===== config.mk =====
export PLATFORM = sky130hd
export DESIGN_NAME = clock_freq_calc_flat
export DESIGN_NICKNAME = d
export VERILOG_FILES = /design/src/rtl/clock_freq_calc_if.sv /design/src/rtl/clock_freq_calc.sv /design/src/flat_wrapper.sv
export SDC_FILE = /design/constraint.sdc
export NUM_CORES = 2
export LEC_CHECK = 0
export CAP_MARGIN = 20
export CORE_MARGIN = 1
export CORE_UTILIZATION = 64
export DETAILED_ROUTE_END_ITERATION = 8
export HOLD_SLACK_MARGIN = 0.02
export PLACE_DENSITY = 0.92
export SLEW_MARGIN = 30
export SYNTH_ARGS = -nofsm -noshare
export SYNTH_HDL_FRONTEND = slang
export SYNTH_SLANG_ARGS = --single-unit

===== constraint.sdc =====
create_clock -name pClk -period 7.74 [get_ports pClk]
set_clock_uncertainty 0.2 [all_clocks]
set_input_delay 1.935 -clock pClk [delete_from_list [all_inputs] [get_ports pClk]]
set_output_delay 1.935 -clock pClk [all_outputs]
set_load 0.02 [all_outputs]

===== src/rtl/clock_freq_calc_if.sv =====
// Request/response bundle between the clock-counter post-processing stage and
// its requester (normally the MMIO CSR block).
//   start, abort              request and cancel controls
//   count, ref_count, ref_freq operands, sampled only when a request is accepted
//   busy, done                status; done is a one-cycle completion pulse
//   result, div_by_zero,      frequency in MHz plus its status flags, held
//   overflow                  until the next completion
// The master modport drives requests. The slave modport is the calculator.
interface clock_freq_calc_if #(
    parameter int CNT_W  = 64,
    parameter int FREQ_W = 16,
    parameter int OUT_W  = 32
);
    logic              start;
    logic              abort;
    logic [CNT_W-1:0]  count;
    logic [CNT_W-1:0]  ref_count;
    logic [FREQ_W-1:0] ref_freq;
    logic              busy;
    logic              done;
    logic [OUT_W-1:0]  result;
    logic              div_by_zero;
    logic              overflow;

    modport master (
        output start, abort, count, ref_count, ref_freq,
        input  busy, done, result, div_by_zero, overflow
    );

    modport slave (
        input  start, abort, count, ref_count, ref_freq,
        output busy, done, result, div_by_zero, overflow
    );
endinterface


===== src/rtl/clock_freq_calc.sv =====
// Converts a measured clock count into a frequency in MHz:
//   result = (count * ref_freq) / ref_count
// The block multiplies in one cycle. It then runs a restoring divider that
// produces one quotient bit per cycle.
//   pClk        clock; all logic runs on its rising edge
//   SoftReset_n asynchronous active-low reset
//   bus         clock_freq_calc_if.slave; carries the request, operands, status
//               and result (see the interface file)
// The result saturates to all ones on divide-by-zero or when the quotient does
// not fit in OUT_W bits. The matching flag is raised with the result.
module clock_freq_calc #(
    parameter int CNT_W  = 64,
    parameter int FREQ_W = 16,
    parameter int OUT_W  = 32
) (
    input  logic                    pClk,
    input  logic                    SoftReset_n,
    clock_freq_calc_if.slave        bus
);
    localparam int P_W    = CNT_W + FREQ_W;
    localparam int ITER_W = $clog2(P_W + 1);

    typedef enum logic [1:0] {
        ST_IDLE = 2'd0,
        ST_MUL  = 2'd1,
        ST_DIV  = 2'd2,
        ST_DONE = 2'd3
    } state_t;

    state_t             state_r;
    state_t             state_nx_s;
    logic               accept_s;

    logic [CNT_W-1:0]   count_r;
    logic [CNT_W-1:0]   ref_count_r;
    logic [FREQ_W-1:0]  ref_freq_r;
    logic [P_W-1:0]     prod_r;
    logic [P_W-1:0]     quot_r;
    logic [CNT_W-1:0]   rem_r;
    logic [ITER_W-1:0]  iter_r;
    logic               dbz_r;

    logic [CNT_W:0]     rem_shift_s;
    logic [CNT_W-1:0]   rem_sub_s;
    logic               rem_ge_s;
    logic               quot_ovf_s;

    logic               busy_r;
    logic               done_r;
    logic [OUT_W-1:0]   result_r;
    logic               div_by_zero_r;
    logic               overflow_r;

    // State register.
    always_ff @(posedge pClk or negedge SoftReset_n) begin
        if (!SoftReset_n) begin
            state_r <= ST_IDLE;
        end else begin
            state_r <= state_nx_s;
        end
    end

    // Next-state logic. Abort takes priority over every other transition.
    always_comb begin
        state_nx_s = state_r;
        accept_s   = 1'b0;
        case (state_r)
            ST_IDLE: begin
                if (bus.start && !bus.abort) begin
                    accept_s   = 1'b1;
                    state_nx_s = ST_MUL;
                end else begin
                    state_nx_s = ST_IDLE;
                end
            end
            ST_MUL: begin
                if (bus.abort) begin
                    state_nx_s = ST_IDLE;
                end else if (ref_count_r == {CNT_W{1'b0}}) begin
                    state_nx_s = ST_DONE;
                end else begin
                    state_nx_s = ST_DIV;
                end
            end
            ST_DIV: begin
                if (bus.abort) begin
                    state_nx_s = ST_IDLE;
                end else if (iter_r == ITER_W'(1)) begin
                    state_nx_s = ST_DONE;
                end else begin
                    state_nx_s = ST_DIV;
                end
            end
            ST_DONE: begin
                state_nx_s = ST_IDLE;
            end
            default: begin
                state_nx_s = ST_IDLE;
            end
        endcase
    end

    // One restoring-division step. Before the shift the partial remainder is
    // always below ref_count. The shifted value therefore needs one extra bit.
    // That carry bit only matters for the comparison. The difference always
    // fits back into CNT_W bits.
    always_comb begin
        rem_shift_s = {rem_r, prod_r[P_W-1]};
        rem_ge_s    = (rem_shift_s >= {1'b0, ref_count_r});
        rem_sub_s   = rem_shift_s[CNT_W-1:0] - ref_count_r;
        quot_ovf_s  = |quot_r[P_W-1:OUT_W];
    end

    // Operand capture, multiply and divide datapath.
    always_ff @(posedge pClk or negedge SoftReset_n) begin
        if (!SoftReset_n) begin
            count_r     <= {CNT_W{1'b0}};
            ref_count_r <= {CNT_W{1'b0}};
            ref_freq_r  <= {FREQ_W{1'b0}};
            prod_r      <= {P_W{1'b0}};
            quot_r      <= {P_W{1'b0}};
            rem_r       <= {CNT_W{1'b0}};
            iter_r      <= {ITER_W{1'b0}};
            dbz_r       <= 1'b0;
        end else begin
            case (state_r)
                ST_IDLE: begin
                    if (accept_s) begin
                        count_r     <= bus.count;
                        ref_count_r <= bus.ref_count;
                        ref_freq_r  <= bus.ref_freq;
                    end
                end
                ST_MUL: begin
                    prod_r <= {{FREQ_W{1'b0}}, count_r} * {{CNT_W{1'b0}}, ref_freq_r};
                    quot_r <= {P_W{1'b0}};
                    rem_r  <= {CNT_W{1'b0}};
                    iter_r <= ITER_W'(P_W);
                    dbz_r  <= (ref_count_r == {CNT_W{1'b0}});
                end
                ST_DIV: begin
                    prod_r <= {prod_r[P_W-2:0], 1'b0};
                    quot_r <= {quot_r[P_W-2:0], rem_ge_s};
                    rem_r  <= rem_ge_s ? rem_sub_s : rem_shift_s[CNT_W-1:0];
                    iter_r <= iter_r - ITER_W'(1);
                end
                default: begin
                    iter_r <= iter_r;
                end
            endcase
        end
    end

    // Registered status and result. Result and flags change only when a
    // calculation completes without an abort.
    always_ff @(posedge pClk or negedge SoftReset_n) begin
        if (!SoftReset_n) begin
            busy_r        <= 1'b0;
            done_r        <= 1'b0;
            result_r      <= {OUT_W{1'b0}};
            div_by_zero_r <= 1'b0;
            overflow_r    <= 1'b0;
        end else begin
            busy_r <= (state_nx_s != ST_IDLE);
            if ((state_r == ST_DONE) && !bus.abort) begin
                done_r <= 1'b1;
                if (dbz_r) begin
                    result_r      <= {OUT_W{1'b1}};
                    div_by_zero_r <= 1'b1;
                    overflow_r    <= 1'b0;
                end else if (quot_ovf_s) begin
                    result_r      <= {OUT_W{1'b1}};
                    div_by_zero_r <= 1'b0;
                    overflow_r    <= 1'b1;
                end else begin
                    result_r      <= quot_r[OUT_W-1:0];
                    div_by_zero_r <= 1'b0;
                    overflow_r    <= 1'b0;
                end
            end else begin
                done_r <= 1'b0;
            end
        end
    end

    assign bus.busy        = busy_r;
    assign bus.done        = done_r;
    assign bus.result      = result_r;
    assign bus.div_by_zero = div_by_zero_r;
    assign bus.overflow    = overflow_r;

endmodule


===== src/flat_wrapper.sv =====
// flat-port wrapper written by rule: the top's interface ports become plain ports
module clock_freq_calc_flat 
#(
    parameter int CNT_W  = 64,
    parameter int FREQ_W = 16,
    parameter int OUT_W  = 32
)
  (pClk, SoftReset_n, bus_start, bus_abort, bus_count, bus_ref_count, bus_ref_freq, bus_busy, bus_done, bus_result, bus_div_by_zero, bus_overflow);
  clock_freq_calc_if #(.CNT_W(CNT_W), .FREQ_W(FREQ_W), .OUT_W(OUT_W)) bus_i ();
  input  logic pClk;
  input  logic SoftReset_n;
  input wire logic [$bits(bus_i.start)-1:0] bus_start;
  input wire logic [$bits(bus_i.abort)-1:0] bus_abort;
  input wire logic [$bits(bus_i.count)-1:0] bus_count;
  input wire logic [$bits(bus_i.ref_count)-1:0] bus_ref_count;
  input wire logic [$bits(bus_i.ref_freq)-1:0] bus_ref_freq;
  output wire logic [$bits(bus_i.busy)-1:0] bus_busy;
  output wire logic [$bits(bus_i.done)-1:0] bus_done;
  output wire logic [$bits(bus_i.result)-1:0] bus_result;
  output wire logic [$bits(bus_i.div_by_zero)-1:0] bus_div_by_zero;
  output wire logic [$bits(bus_i.overflow)-1:0] bus_overflow;
  assign bus_i.start = bus_start;
  assign bus_i.abort = bus_abort;
  assign bus_i.count = bus_count;
  assign bus_i.ref_count = bus_ref_count;
  assign bus_i.ref_freq = bus_ref_freq;
  assign bus_busy = bus_i.busy;
  assign bus_done = bus_i.done;
  assign bus_result = bus_i.result;
  assign bus_div_by_zero = bus_i.div_by_zero;
  assign bus_overflow = bus_i.overflow;
  clock_freq_calc #(.CNT_W(CNT_W), .FREQ_W(FREQ_W), .OUT_W(OUT_W)) u_core (.pClk(pClk), .SoftReset_n(SoftReset_n), .bus(bus_i));
endmodule

Word level (Yosys, flattened, before mapping). Cells that the tools add are included. W data, S select, Z words.

Register bits: 414. Input port bits: 148. Output and inout port bits: 36. Logic and storage cells: 50.

Add/subtract/negate cells: 2. Multipliers: 1. Order comparisons: 1. Equal/unequal tests: 4. Muxes and demuxes: 19. Reductions and logical operators: 9.

Operators by type and width (number): $pmux W80 S2 (2); $pmux W64 S2 (1); $mul A64 B16 Y80 (1); $ge A65 B64 Y1 (1); $logic_not A64 Y1 (1); $mux W32 (2); $mux W64 (1); $sub A64 B64 Y64 (1); $reduce_or A48 Y1 (1); $pmux W7 S2 (1); $mux W1 (9); $pmux W2 S4 (1); $eq A7 B1 Y1 const B (1); $sub A7 B1 Y7 const B (1); $eq A2 B2 Y1 const B (2); $mux W2 (2); $reduce_bool A2 Y1 (2); $eq A2 B1 Y1 const B (1); $logic_and A1 B1 Y1 (2); $logic_not A2 Y1 (1); $reduce_and A2 Y1 (1); $logic_not A1 Y1 (1).

Longest topological paths before layout.
Word-level depth: 5. Mapped depth: 28.

Worst setup path after synthesis. Ideal clock, no wire load.

Kind: reg-to-reg. From: reg u_core.ref_freq_r[7]. To: reg u_core.prod_r[76]. Data arrival time: 6.831 ns. Setup slack: 0.583 ns. Cell stages (with the launch flop): 26. Path buffers: 3. Clock period less this slack: 7.157 ns. Cells stage by stage: dfrtp_1 -> clkbuf_1 -> clkbuf_1 -> nand2_1 -> fa_1 -> inv_1 -> fa_1 -> fa_1 -> fa_1 -> fa_1 -> inv_1 -> fa_1 -> inv_1 -> ha_1 -> clkbuf_1 -> nand4_1 -> nor3_1 -> inv_1 -> a2111oi_2 -> nor4_4 -> o32ai_1 -> o31ai_2 -> o31ai_1 -> a211oi_2 -> xnor2_1 -> a221o_1.

Longest elaborated chain between the ends: 2.

Ends and longest elaborated chain: from (decl) (RTL line clock_freq_calc.sv:36) `logic [FREQ_W-1:0] ref_freq_r;`; from (signal assigned) (RTL line clock_freq_calc.sv:119) `ref_freq_r <= {FREQ_W{1'b0}};`; from (signal assigned) (RTL line clock_freq_calc.sv:131) `ref_freq_r <= bus.ref_freq;`; $mul A64 B16 Y80 (RTL line clock_freq_calc.sv:135) `prod_r <= {{FREQ_W{1'b0}}, count_r} * {{CNT_W{1'b0}}, ref_freq_r};`; $pmux W80 S2 (RTL line clock_freq_calc.sv:126) `case (state_r)`; to (signal assigned) (RTL line clock_freq_calc.sv:120) `prod_r <= {P_W{1'b0}};`; to (signal assigned) (RTL line clock_freq_calc.sv:135); to (signal assigned) (RTL line clock_freq_calc.sv:142) `prod_r <= {prod_r[P_W-2:0], 1'b0};`; to (decl) (RTL line clock_freq_calc.sv:37) `logic [P_W-1:0] prod_r;`.

Every way passes these cells. A chain may end at the register's enable or synchronous reset.

Worst setup path after layout.
From: reg u_core.ref_freq_r[2]. To: reg u_core.prod_r[74].

Same word-level chain as after synthesis.

==> flow_metrics.tcl <==
set metrics [dict create \
    die_width_um 289 \
    yosys-top-cells-area "sky130_fd_sc_hd__fa_1 33%, sky130_fd_sc_hd__dfrtp_1 20%, sky130_fd_sc_hd__inv_1 8.0%" \
    ctsLongestPathBuffers 3 \
    grt_pass1_wl_um 229000 \
    io_pins 184 \
    worst_pin_slew_ns 0.937 \
    timing.slew.headroom_pct 37.5 \
    synth_seq_area_share_pct 19.7 \
    total_count_of_hold_check_failures_in_the_final_report 0 \
    mappedNetlistArea_sq_um 52600 \
    finalCritPeriodShare_pct 99.0 \
    critical_path_class "register to register" \
    crit_required_ns 8.11 \
    globalRoute.totalOverflow 0 \
    fp.dieArea_sq_um 83400 \
    synth.net_count 7074 \
    antenna_violations_before_repair 0 \
    synthCells 5836 \
    final_cell_mix "1116 x sky130_fd_sc_hd__inv_1, 863 x sky130_fd_sc_hd__fa_1, 827 x sky130_fd_sc_hd__nand2_1" \
    maxClockFrequency_mhz 131 \
    cts_tree "yes" \
    drt_antenna_net_count 0 \
    synth_cell_type_count 73 \
    detailed_place.area_sq_um 55900 \
    first_global_vias 45100 \
    dominant_synthesized_flop_cell "sky130_fd_sc_hd__dfrtp_1" \
    synth.yosys.warnings 0 \
    cts_root_buf "sky130_fd_sc_hd__clkbuf_16" \
    worstSetupStartpointType "register" \
    post_detailed_route_via_to_cell_ratio 6.07 \
    cts.sinks 414 \
    layout.nets 7169 \
    start_util_pct 65.0 \
    diodes_inserted 0 \
    drt_wl_total_um 143000 \
    chipHeight_um 289 \
    final.setup.tns_ns 0 \
    areaGrowthSynthToFinish_pct 10.6 \
    finalSetupViolations 0 \
    timing.max_cap.violations 0 \
    number_of_vias_after_detailed_routing 42700 \
    fin_crit_ns 7.66 \
    post-synth-top-area-cell "sky130_fd_sc_hd__fa_1" \
    floorplan.rows 104 \
    track_usage_pct 34.7 \
    routability_congestion 1.05 \
    worstSkewPairLatency_ns 0.64 \
    synth_seq_cells 414 \
    grt_max_degree 169 \
    mostFrequentLayoutCell "sky130_fd_sc_hd__inv_1" \
    report.final.slew_viol_count 0 \
    outcome "complete, no violations" \
    route.detailed.drc 0 \
    synth_top_area_share_pct 33.0 \
    syn-mean-instance-area_sq_um 9.02 \
    critical_path_peak_fanout 32 \
    port_buffers 183 \
    clock_tree.htree_level_count 2 \
    layout_utilization_pct 71.9 \
    place_hpwl_um 107000 \
    wire_per_inst_um 20.4 \
    clk_pin_slew_worst_paths_ns 0.06 \
    asyncSetResetFlopFracSynth_pct 100 \
    worst_hold_path_type "register to register" \
    drt-initial-drc-count 4286 \
    arrival_time_at_the_worst_endpoint_ns 8.04 \
    fp.coreArea_sq_um 80900 \
    layout-drive-gt1-share_pct 9.08 \
    final_area_sq_um 58200 \
    critical_path.endpoint_type "register" \
    dr.pass1.iters 7 \
    synth_enable_flop_cells 0 \
    cts_buffers 49 \
]
[metal layers]
layer / track usage, % / routed length [um] / up-vias
met4: 14.6 / 7910 / 0
li1: - / - / 18300
met1: 44.0 / 51300 / 21100
met5: 0 / 0 / -
met2: 57.4 / 69000 / 2595
met3: 8.07 / 15200 / 687
[worst max-delay path, stage by stage (launching register included)]
cell and delay (ns):
sky130_fd_sc_hd__dfrtp_4 0.54, sky130_fd_sc_hd__buf_4 0.16, sky130_fd_sc_hd__buf_12 0.19, sky130_fd_sc_hd__nand2_1 0.12, sky130_fd_sc_hd__fa_1 0.52, sky130_fd_sc_hd__fa_1 0.49
sky130_fd_sc_hd__fa_1 0.56, sky130_fd_sc_hd__inv_1 0.07, sky130_fd_sc_hd__fa_1 0.54, sky130_fd_sc_hd__fa_1 0.53, sky130_fd_sc_hd__inv_1 0.07, sky130_fd_sc_hd__fa_1 0.49
sky130_fd_sc_hd__inv_1 0.05, sky130_fd_sc_hd__ha_1 0.42, sky130_fd_sc_hd__and3_1 0.31, sky130_fd_sc_hd__nand3_1 0.11, sky130_fd_sc_hd__nor4_1 0.42, sky130_fd_sc_hd__a21o_1 0.21
sky130_fd_sc_hd__a31oi_2 0.06, sky130_fd_sc_hd__buf_4 0.20, sky130_fd_sc_hd__o31ai_2 0.31, sky130_fd_sc_hd__buf_4 0.22, sky130_fd_sc_hd__a31oi_2 0.13, sky130_fd_sc_hd__o21ai_0 0.25
sky130_fd_sc_hd__mux2_2 0.36, sky130_fd_sc_hd__nand3_1 0.08
[flip-flops by register name, summed over array words and instances, names as in the netlist, 2 cells and up]
name                count
u_core.rem_r           64
u_core.bus.result      32
u_core.prod_r          80
u_core.iter_r           7
u_core.ref_freq_r      16
u_core.ref_count_r     64
u_core.count_r         64
u_core.quot_r          80
u_core.state_r          2
[Yosys cell counts, types with 41 or more instances]
cell type and number:
sky130_fd_sc_hd__mux2_2 150, sky130_fd_sc_hd__nand3_1 114, sky130_fd_sc_hd__dfrtp_1 414, sky130_fd_sc_hd__xnor2_1 87, sky130_fd_sc_hd__nand2_1 828, sky130_fd_sc_hd__ha_1 223
sky130_fd_sc_hd__and2_1 345, sky130_fd_sc_hd__o21bai_1 41, sky130_fd_sc_hd__a21o_1 66, sky130_fd_sc_hd__inv_1 1117, sky130_fd_sc_hd__nand4_1 54, sky130_fd_sc_hd__mux2i_1 56
sky130_fd_sc_hd__o21ai_0 186, sky130_fd_sc_hd__clkbuf_1 314, sky130_fd_sc_hd__fa_1 867, sky130_fd_sc_hd__xor2_1 48, sky130_fd_sc_hd__nor2_1 206, sky130_fd_sc_hd__a21oi_1 307
[worst paths after layout]
| check | depth (start not counted) | startpoint | end | slack (ns) |
|---|---|---|---|---|
| worst max-delay path | 25 | u_core.ref_freq_r[2] | u_core.prod_r[74] | 0.08 |
| worst min register to register | 2 | u_core.prod_r[74] | u_core.prod_r[74] | 0.28 |
| worst min-delay path | 2 | u_core.prod_r[74] | u_core.prod_r[74] | 0.28 |
| max in group asynchronous | 2 | SoftReset_n | u_core.count_r[25] | 4.92 |
| worst max register to register | 25 | u_core.ref_freq_r[2] | u_core.prod_r[74] | 0.08 |
| min in group asynchronous | 1 | SoftReset_n | u_core.ref_count_r[25] | 1.09 |
[metrics by stage]
step,worst slack (ns),std cells,hold WS (ns)
after detailed placement,0.0127,6911,0.268
after floorplan,0.583,5836,0.241
after CTS,0.00958,7002,0.283
after global placement,-0.123,6911,0.258
final,0.0780,7031,0.277
after global routing,-0.0546,7031,0.297
[cells by family after synthesis]
logic type / after synthesis / share of synthesized area [%]
compound gates: 839 / 10.0
xor+xnor: 135 / 2.25
fa+ha+maj: 1090 / 38.3
buf+inv: 1459 / 10.5
flops: 414 / 19.7
mux: 206 / 4.28
simple gates: 1693 / 15.0
[layout make-up]
type / instances / area (sq um)
inverter: 1117 / 4190
multi-input combinational: 3963 / 36900
sequential: 414 / 10400
timing repair buffer: 386 / 3570
clock inverter: 36 / 464
fill: 5413 / 22700
tap: 1060 / 1330
clock buffer: 55 / 1280
[what timing repair did]
action	4_1_cts	5_1_grt
pin swaps	0	5
endpoints found under the setup margin	1	27
endpoints found under the hold margin	0	0
gates resized for setup	1	69
hold buffers	0	0
setup buffers	0	28
Power is left out: the tool's default activity adds up to more than one toggle a clock period on the data nets, which glitch-free logic cannot reach.
